[src/rtl/mtr_pwm_drv.sv]
// mtr_pwm_drv: dual-channel complementary PWM motor driver.
// Converts per-wheel 11-bit speed and direction into forward/reverse gate enables.
// A shared 2048-cycle period counter is used. Duty and direction are latched only at
// period boundaries. Dead time is inserted on power-up and on every direction change.
// Optional feature: define SLEW_LIMIT_EN to limit each duty increase to SLEW_STEP per period.
module mtr_pwm_drv #(
    parameter int DEAD_CYC  = 32,
    parameter int SLEW_STEP = 64
) (
    input  logic        clk,
    input  logic        rst,
    input  logic        pwr_up,
    input  logic [10:0] lft_spd,
    input  logic        lft_rev,
    input  logic [10:0] rght_spd,
    input  logic        rght_rev,
    output logic        PWM_frwrd_lft,
    output logic        PWM_rev_lft,
    output logic        PWM_frwrd_rght,
    output logic        PWM_rev_rght,
    output logic        period_strb
);

    typedef enum logic [1:0] {
        OFF  = 2'd0,
        DEAD = 2'd1,
        RUN  = 2'd2
    } chan_state_e;

    localparam logic [9:0] DEAD_LOAD = 10'(DEAD_CYC);

`ifdef SLEW_LIMIT_EN
    localparam logic [11:0] SLEW_INC = 12'(SLEW_STEP);

    // Duty used when a channel starts from zero drive (power-up or reversal)
    function automatic logic [10:0] entryDuty(input logic [10:0] spd);
        if ({1'b0, spd} > SLEW_INC) begin
            return SLEW_INC[10:0];
        end
        return spd;
    endfunction

    // Increases are rate limited; decreases take effect at once
    function automatic logic [10:0] runDuty(input logic [10:0] spd, input logic [10:0] duty);
        logic [11:0] lim;
        lim = {1'b0, duty} + SLEW_INC;
        if (spd > duty && {1'b0, spd} > lim) begin
            return lim[10:0];
        end
        return spd;
    endfunction
`else
    logic [10:0] unusedSlew;
    assign unusedSlew = 11'(SLEW_STEP);
`endif

    logic [10:0] cnt_q;
    logic        strb_q;
    logic        boundary;

    logic [10:0] spdIn [2];
    logic        revIn [2];

    chan_state_e state_q [2];
    chan_state_e state_d [2];
    logic [10:0] duty_q  [2];
    logic [10:0] duty_d  [2];
    logic        dir_q   [2];
    logic        dir_d   [2];
    logic [9:0]  dead_q  [2];
    logic [9:0]  dead_d  [2];
    logic        frwrd_q [2];
    logic        frwrd_d [2];
    logic        rev_q   [2];
    logic        rev_d   [2];

    assign spdIn[0] = lft_spd;
    assign spdIn[1] = rght_spd;
    assign revIn[0] = lft_rev;
    assign revIn[1] = rght_rev;

    // The last cycle of a period is where new duty and direction take effect
    assign boundary = (cnt_q == 11'h7FF);

    // Free-running period counter and the strobe marking the first cycle of a period
    always_ff @(posedge clk) begin
        if (rst) begin
            cnt_q  <= '0;
            strb_q <= 1'b0;
        end else begin
            cnt_q  <= cnt_q + 11'd1;
            strb_q <= boundary;
        end
    end

    // Per-channel OFF/DEAD/RUN sequencing, latching, and the registered PWM compare
    always_comb begin
        for (int ch = 0; ch < 2; ch++) begin
            state_d[ch] = state_q[ch];
            duty_d[ch]  = duty_q[ch];
            dir_d[ch]   = dir_q[ch];
            dead_d[ch]  = dead_q[ch];

            case (state_q[ch])
                OFF: begin
                    if (boundary) begin
                        state_d[ch] = DEAD;
                        dead_d[ch]  = DEAD_LOAD;
                        dir_d[ch]   = revIn[ch];
`ifdef SLEW_LIMIT_EN
                        duty_d[ch]  = entryDuty(spdIn[ch]);
`else
                        duty_d[ch]  = spdIn[ch];
`endif
                    end
                end
                DEAD: begin
                    if (dead_q[ch] <= 10'd1) begin
                        state_d[ch] = RUN;
                        dead_d[ch]  = '0;
                    end else begin
                        dead_d[ch]  = dead_q[ch] - 10'd1;
                    end
                    if (boundary) begin
                        dir_d[ch]  = revIn[ch];
                        duty_d[ch] = spdIn[ch];
                    end
                end
                RUN: begin
                    if (boundary) begin
                        dir_d[ch] = revIn[ch];
                        if (revIn[ch] != dir_q[ch]) begin
                            state_d[ch] = DEAD;
                            dead_d[ch]  = DEAD_LOAD;
`ifdef SLEW_LIMIT_EN
                            duty_d[ch]  = entryDuty(spdIn[ch]);
`else
                            duty_d[ch]  = spdIn[ch];
`endif
                        end else begin
`ifdef SLEW_LIMIT_EN
                            duty_d[ch]  = runDuty(spdIn[ch], duty_q[ch]);
`else
                            duty_d[ch]  = spdIn[ch];
`endif
                        end
                    end
                end
                default: begin
                    state_d[ch] = OFF;
                end
            endcase

            if (!pwr_up) begin
                state_d[ch] = OFF;
                duty_d[ch]  = '0;
                dead_d[ch]  = '0;
            end

            frwrd_d[ch] = pwr_up && (state_q[ch] == RUN) && !dir_q[ch] && (cnt_q < duty_q[ch]);
            rev_d[ch]   = pwr_up && (state_q[ch] == RUN) &&  dir_q[ch] && (cnt_q < duty_q[ch]);
        end
    end

    // Channel state registers; reset leaves every leg undriven
    always_ff @(posedge clk) begin
        for (int ch = 0; ch < 2; ch++) begin
            if (rst) begin
                state_q[ch] <= OFF;
                duty_q[ch]  <= '0;
                dir_q[ch]   <= 1'b0;
                dead_q[ch]  <= '0;
                frwrd_q[ch] <= 1'b0;
                rev_q[ch]   <= 1'b0;
            end else begin
                state_q[ch] <= state_d[ch];
                duty_q[ch]  <= duty_d[ch];
                dir_q[ch]   <= dir_d[ch];
                dead_q[ch]  <= dead_d[ch];
                frwrd_q[ch] <= frwrd_d[ch];
                rev_q[ch]   <= rev_d[ch];
            end
        end
    end

    assign PWM_frwrd_lft  = frwrd_q[0];
    assign PWM_rev_lft    = rev_q[0];
    assign PWM_frwrd_rght = frwrd_q[1];
    assign PWM_rev_rght   = rev_q[1];
    assign period_strb    = strb_q;

endmodule
[config.mk]
export PLATFORM = sky130hd
export DESIGN_NAME = mtr_pwm_drv
export DESIGN_NICKNAME = d
export VERILOG_FILES = /design/src/rtl/mtr_pwm_drv.sv
export SDC_FILE = /design/constraint.sdc
export NUM_CORES = 1
export LEC_CHECK = 0
export BUFFER_PORTS_ARGS = -buffer_cell sky130_fd_sc_hd__buf_4
export CAP_MARGIN = 0
export CORE_UTILIZATION = 35
export DETAILED_ROUTE_END_ITERATION = 7
export GPL_TIMING_DRIVEN = 0
export PLACE_DENSITY_LB_ADDON = 0.12
export SLEW_MARGIN = 30
export SYNTH_ARGS = -nofsm -noshare
export SYNTH_HDL_FRONTEND = slang
export SYNTH_SLANG_ARGS = --single-unit
[constraint.sdc]
create_clock -name clk -period 1.88 [get_ports clk]
set_input_delay 0.188 -clock clk [delete_from_list [all_inputs] [get_ports clk]]
set_output_delay 0.188 -clock clk [all_outputs]
set_load 0.05 [all_outputs]
# Word-level counts from Yosys, hierarchy flattened
# Memory sizes are Yosys's and may differ from the RTL's.
# Index checks and enable logic that the tools add are counted.
# word_totals
regBits,12
latch_bits,0
ramBits,52
mem_bits_ro,0
in_bits,27
output_inout_bits,5
elab_cells,99
memories,6
# classes
n_addsub,3
n_mul,0
div,0
magnitude_cmp,4
eq_ne,7
n_shift,0
mux,49
bitwise,12
reduce_logical,16
# mem_list
memory,depth,word_bits,rd,rd_clocked_by_memory_dff,wr,line,source
duty_q,2,11,2,0,2,66,logic [10:0] duty_q [2];
dead_q,2,10,2,0,2,70,logic [9:0] dead_q [2];
state_q,2,2,2,0,2,64,chan_state_e state_q [2];
dir_q,2,1,2,0,2,68,logic dir_q [2];
frwrd_q,2,1,2,0,2,72,logic frwrd_q [2];
rev_q,2,1,2,0,2,74,logic rev_q [2];
# op_table
op,n
2-to-1 mux 10 bit,12
2-to-1 mux 11 bit,8
one-hot mux 10 bit (3 select lines),2
2-to-1 mux 2 bit,12
less-than comparator 11 bit,2
"<= comparator 10 x 1 -> 1 bit, second input constant",2
"subtractor 10 x 1 -> 10 bit, second input constant",2
2-to-1 mux 1 bit,13
bitwise OR 1 bit,12
one-hot mux 2 bit (3 select lines),2
"adder 11 x 1 -> 11 bit, second input constant",1
"equality test 11 bit, second input constant",1
logical AND 1 bit,10
OR reduction 3 bit,2
"equality test 2 x 1 -> 1 bit, second input constant",2
"equality test 2 bit, second input constant",2
logical NOT 2 bit,2
logical NOT 1 bit,2
inequality test 1 bit,2

# Longest topological paths before layout
# An unclocked memory read counts as a cell.
# logic_depth
word_depth,7
ltp_mapped,7
ltp_nobuf,7

# Worst setup path before layout
# Ideal clock, no wire load.
# synth_timing
path_kind,register to register
startpoint,register cnt_q[1]
endpoint,memory dead_q[0][1]
setup_time_ps,128
t_arrival_ps,1783
setup_slack_ps,-30
stages_incl_launch_ff,7
n_path_buf,0
cell_sequence,dfxtp_1 -> ha_1 -> nand4_2 -> o31ai_2 -> nand2_1 -> o21ai_4 -> a211oi_1
# synth_lines
item,line,source
"start, declared",57,logic [10:0] cnt_q;
"start signal, assigned",91,cnt_q <= cnt_q + 11'd1;
"end, declared",70,

==> results summary <==
The run finished, with violations left. The checks that failed: negative setup slack. The worst path setup slack after routing is -0.01969 ns. The combinational power share came out at 4.5%. The clock tree skew after final layout is 0.01309 ns.

The initial cell density of the core is 36.60%. The root buffer selected by CTS is sky130_fd_sc_hd__clkbuf_8. The post-synthesis average cell area came out at 8.198 µm². The clock-pin slew on the worst setup and hold paths came out at 0.07 ns. The nature of the critical path startpoint is a flip-flop. For this run the aggregate overflow at the end of global routing stands at 0. Sequential cells account for 47.0% of the total power. The start-to-end type of the worst setup path is reg -> reg. The cell total after placement is 534. In this run the worst path has a maximum fanout of 4.

The clock share of power is 48.4%. The later-pin clock latency in the skew report came out at 0.35 ns. After detailed routing, the average wire length per cell comes to 12.76 µm. The clock passes through at most 2 buffers. The max-capacitance violation count is 0. The upper clock frequency limit came out at 526.4 MHz.

The proportion of layout cells with a drive suffix above 1 is 23.01%. The number of placement rows is 34. Measured along the y axis, the die boundary spans 98.19 µm.

The required time of the critical path came out at 2.15 ns. Headroom to the max-slew limit came out at 55.49%. Clock tree synthesis found a total of 64 sinks. The fraction of the mapped netlist area in simple logic gates is 24.30%. The synthesized design contains 64 register bits. Setup slack on the worst reg-to-reg path comes out at -0.02 ns. In the final design database the tool counted 499 nets. Setup repair after global routing could not meet its margin everywhere.

The number of distinct library cells after synthesis is 42. The H-tree depth is 3. The die is 98.19 µm wide. The number of nets in the synthesized netlist is 447. The internal power contribution is 0.002284 W. The core area came out at 0.008848 mm². The post-layout instance area is 0.004138 mm².

The routed design has 7143 µm of wire. The class of the tightest hold or removal check is in -> reg. Excluding fillers, the count of instances in the completed layout stands at 560.

The placed wire-length estimate came out at 5009 µm. After detailed routing, the number of vias per cell comes to 4.900. The analysis attributes to cell leakage a power of 1.525 nW. The initial antenna violation count came to 0. The total count of max-transition violations in the final report is 0. The count of buffers added on input and output ports is 31. 32 I/O pins were placed.

Relative to the synthesized area, the layout overhead comes to 27.78%. The final weighted congestion in routability-driven placement came out at 0.7507. The die covers 0.009640 mm². The worst hold path passes through 2 cells. The number of synthesis warnings came out at 0. The worst hold path terminates at cnt_q[1]$_SDFF_PP0_. The total CTS buffers is 9. At the worst endpoint, the arrival time is 2.17 ns.

At the pin with the least slew margin, the transition time is 0.6632 ns. The global-route wire length before repair came out at 12220 µm. The complex-gate fraction of the synthesized area came out at 14.41%.

The design draws 0.002910 W. The total iterations of the first detailed-routing run came out at 6. The CTS tree is yes. The number of cells on the worst reg-to-reg path came out at 7. The number of antenna diodes is 0. The proportion of synthesized chip area in sequential cells came out at 39.57%. The post-synthesis xor/xnor area fraction is 6.762%.

The number of design rule violations left after detail routing is 0. Entering global routing, the biggest net connects 12 pins. The dominant combinational cell family by area after synthesis is simple AND/OR/NAND/NOR gates. The remaining number of nets flagged by the antenna check after routing came out at 0. In the final timing run, aggregate negative setup slack is -0.01969 ns. The power per cell area came out at 703.2 mW/mm². The net switching fraction of the power came out at 21.52%. Counting every instance in the synthesized netlist gives 395. The global-route total usage across every layer came out at 16.11%. Cells fill 46.76% of the core in the end.

The number of design-rule violations left by the first detailed-router iteration is 42. The via count of the first global-routing pass came out at 2633. The final clock period utilization by the worst path is 101.0%. STA classifies the critical path endpoint as a flip-flop. The adder-cell share of the synthesized area came out at 9.660%. The worst hold path begins at rst. The launch instance of the worst register-to-register path is dead_q[0][5]$_SDFFE_PP0P_. The endpoint of the worst-slack reg-to-reg timing path is state_q[0][1]$_SDFFE_PP0P_. The largest vdd supply drop came out at 0.0004646 V. The portion of netlist area occupied by mux cells is 0%. The placed instances occupy a cell area of 0.003615 mm². The via total after detailed routing is 2744. The power spent charging and discharging nets is 0.0006260 W. Setup violations remaining at the end of the flow were counted as 1. The routed design could run at a clock period as short as 1.900 ns. The post-synthesis instance area came out at 0.003238 mm². The total count of hold-check failures in the final report is 0.
## kinds of logic (layout without fill, tap and decap cells)
kind of cell    count (synthesis)  after routing
simple gates                  164            164
flops                          64             64
fa+ha+maj                      25             25
buf+inv                        43             99
xor+xnor                       25             25
compound gates                 74             75
## synth_stat cells
cell,instances,area (µm²)
sky130_fd_sc_hd__nand2_1,67,251.5
sky130_fd_sc_hd__dfxtp_1,64,1281
sky130_fd_sc_hd__a21oi_1,40,200.2
sky130_fd_sc_hd__nor2_1,38,142.6
sky130_fd_sc_hd__inv_1,33,123.9
sky130_fd_sc_hd__ha_1,25,312.8
sky130_fd_sc_hd__xor2_1,14,122.6
sky130_fd_sc_hd__nand4_1,13,81.33
sky130_fd_sc_hd__xnor2_1,11,96.34
sky130_fd_sc_hd__a21o_1,7,52.55
sky130_fd_sc_hd__nor3_1,7,35.03
sky130_fd_sc_hd__clkbuf_1,6,22.52
sky130_fd_sc_hd__nand3_1,6,30.03
sky130_fd_sc_hd__nor2b_1,6,37.54
sky130_fd_sc_hd__o21ai_0,6,30.03
sky130_fd_sc_hd__or3_1,6,37.54
sky130_fd_sc_hd__a211oi_1,4,30.03
sky130_fd_sc_hd__and2_1,4,25.02
sky130_fd_sc_hd__nand2b_1,4,25.02
sky130_fd_sc_hd__a2111oi_0,2,17.52
sky130_fd_sc_hd__and3_1,2,12.51
sky130_fd_sc_hd__buf_2,2,10.01
sky130_fd_sc_hd__buf_4,2,15.01
sky130_fd_sc_hd__nand4b_1,2,17.52
sky130_fd_sc_hd__nor4_1,2,12.51
sky130_fd_sc_hd__o211a_1,2,20.02
sky130_fd_sc_hd__o21ai_1,2,10.01
sky130_fd_sc_hd__o31ai_1,2,15.01
sky130_fd_sc_hd__o31ai_2,2,25.02
sky130_fd_sc_hd__or4_1,2,15.01
sky130_fd_sc_hd__a2bb2oi_1,1,8.760
sky130_fd_sc_hd__nand3b_1,1,7.510
sky130_fd_sc_hd__nand4_2,1,12.51
sky130_fd_sc_hd__nor3_4,1,16.27
sky130_fd_sc_hd__nor4_4,1,21.27
sky130_fd_sc_hd__o211ai_1,1,7.510
sky130_fd_sc_hd__o21ai_2,1,8.760
sky130_fd_sc_hd__o21ai_4,1,16.27
sky130_fd_sc_hd__o21bai_1,1,7.510
sky130_fd_sc_hd__o22a_1,1,8.760
sky130_fd_sc_hd__o41ai_1,1,8.760
sky130_fd_sc_hd__or2_2,1,6.260
## metrics by stage
| stage | hold WS, ns | setup WS, ns |
|---|---|---|
| detailed placement | 0.4387 | -0.5073 |
| floorplan | 0.2571 | 0.05049 |
| global route | 0.05483 | -0.08667 |
| CTS | 0.05001 | 0.002371 |
| finish | 0.06593 | -0.01969 |
| global placement | 0.4380 | -0.5142 |
## worst max-delay path by stage
| stage | from | endpoint | cells past startpoint |
|---|---|---|---|
| finish | dead_q[0][5]$_SDFFE_PP0P_ | state_q[0][1]$_SDFFE_PP0P_ | 7 |
| global route | cnt_q[0]$_SDFF_PP0_ | dead_q[0][6]$_SDFFE_PP0P_ | 8 |
| CTS | cnt_q[0]$_SDFF_PP0_ | dead_q[1][1]$_SDFFE_PP0P_ | 6 |
| detailed placement | cnt_q[1]$_SDFF_PP0_ | duty_q[1][3]$_SDFFE_PP0P_ | 7 |
| global placement | cnt_q[1]$_SDFF_PP0_ | duty_q[1][0]$_SDFFE_PP0P_ | 7 |
| floorplan | cnt_q[1]$_SDFF_PP0_ | dead_q[1][1]$_SDFFE_PP0P_ | 6 |
## metal layers
| layer | track usage [%] | routed length (µm) | up-vias |
|---|---|---|---|
| met5 | 0 | 0 | - |
| met4 | 6.200 | 112 | 0 |
| met3 | 4.510 | 200 | 12 |
| met2 | 27.95 | 3573 | 27 |
| met1 | 18.79 | 3257 | 1252 |
| li1 | - | - | 1453 |
## repair_timing
action,4_1_cts,5_1_grt
buffers inserted,4,5
hold buffers,0,0
gates resized for setup,23,36
gates cloned,1,0
endpoints found under the setup margin,51,44
pin swaps,8,10
## flip-flops by register name (all words and copies together) (netlist names)
name / count
frwrd_q: 2
duty_q: 22
cnt_q: 11
period_strb: 1
dead_q: 20
dir_q: 2
state_q: 4
rev_q: 2
## layout make-up
class                      count  area [µm²]
fill                         914        4711
multi-input combinational    289        1964
sequential                    64        1305
timing repair buffer          40       307.8
clock buffer                  12       165.2
tap                          108       135.1
inverter                      33       123.9
clock inverter                 4       75.07
buffer                        10       61.31
## critical path, stage by stage (launching register included)
cell and delay (ns):
sky130_fd_sc_hd__dfxtp_1 0.32, sky130_fd_sc_hd__or4_4 0.53, sky130_fd_sc_hd__buf_6 0.14, sky130_fd_sc_hd__nor4_4 0.32, sky130_fd_sc_hd__buf_4 0.18, sky130_fd_sc_hd__nand2_2 0.05, sky130_fd_sc_hd__o22a_1 0.21, sky130_fd_sc_hd__nor2_1 0.08
## power by group through the flow
stage / Clock (W) / Combinational [W] / Sequential [W]
global placement: 0 / 0.000115 / 0.00140
detailed placement: 0 / 0.000117 / 0.00140
CTS: 0.00146 / 0.000123 / 0.00137
global route: 0.00151 / 0.000148 / 0.00137
finish: 0.00141 / 0.000132 / 0.00137
floorplan: 0 / 0.0000510 / 0.00140
## layout by cell type (no fill, tap or decap), types with 4 or more instances in the layout
| master | count |
|---|---|
| sky130_fd_sc_hd__a21o_1 | 7 |
| sky130_fd_sc_hd__a21oi_1 | 39 |
| sky130_fd_sc_hd__buf_4 | 41 |
| sky130_fd_sc_hd__clkbuf_1 | 4 |
| sky130_fd_sc_hd__clkbuf_8 | 12 |
| sky130_fd_sc_hd__dfxtp_1 | 51 |
| sky130_fd_sc_hd__dfxtp_2 | 10 |
| sky130_fd_sc_hd__ha_1 | 24 |
| sky130_fd_sc_hd__inv_1 | 33 |
| sky130_fd_sc_hd__nand2_1 | 65 |
| sky130_fd_sc_hd__nand2b_1 | 4 |
| sky130_fd_sc_hd__nand3_1 | 4 |
| sky130_fd_sc_hd__nand4_1 | 13 |
| sky130_fd_sc_hd__nor2_1 | 37 |
| sky130_fd_sc_hd__nor2b_1 | 6 |
| sky130_fd_sc_hd__nor3_1 | 5 |
| sky130_fd_sc_hd__o21ai_0 | 4 |
| sky130_fd_sc_hd__o21ai_1 | 4 |
| sky130_fd_sc_hd__or3_1 | 5 |
| sky130_fd_sc_hd__xnor2_1 | 11 |
| sky130_fd_sc_hd__xor2_1 | 14 |
Power figures use the tool's default switching activity.
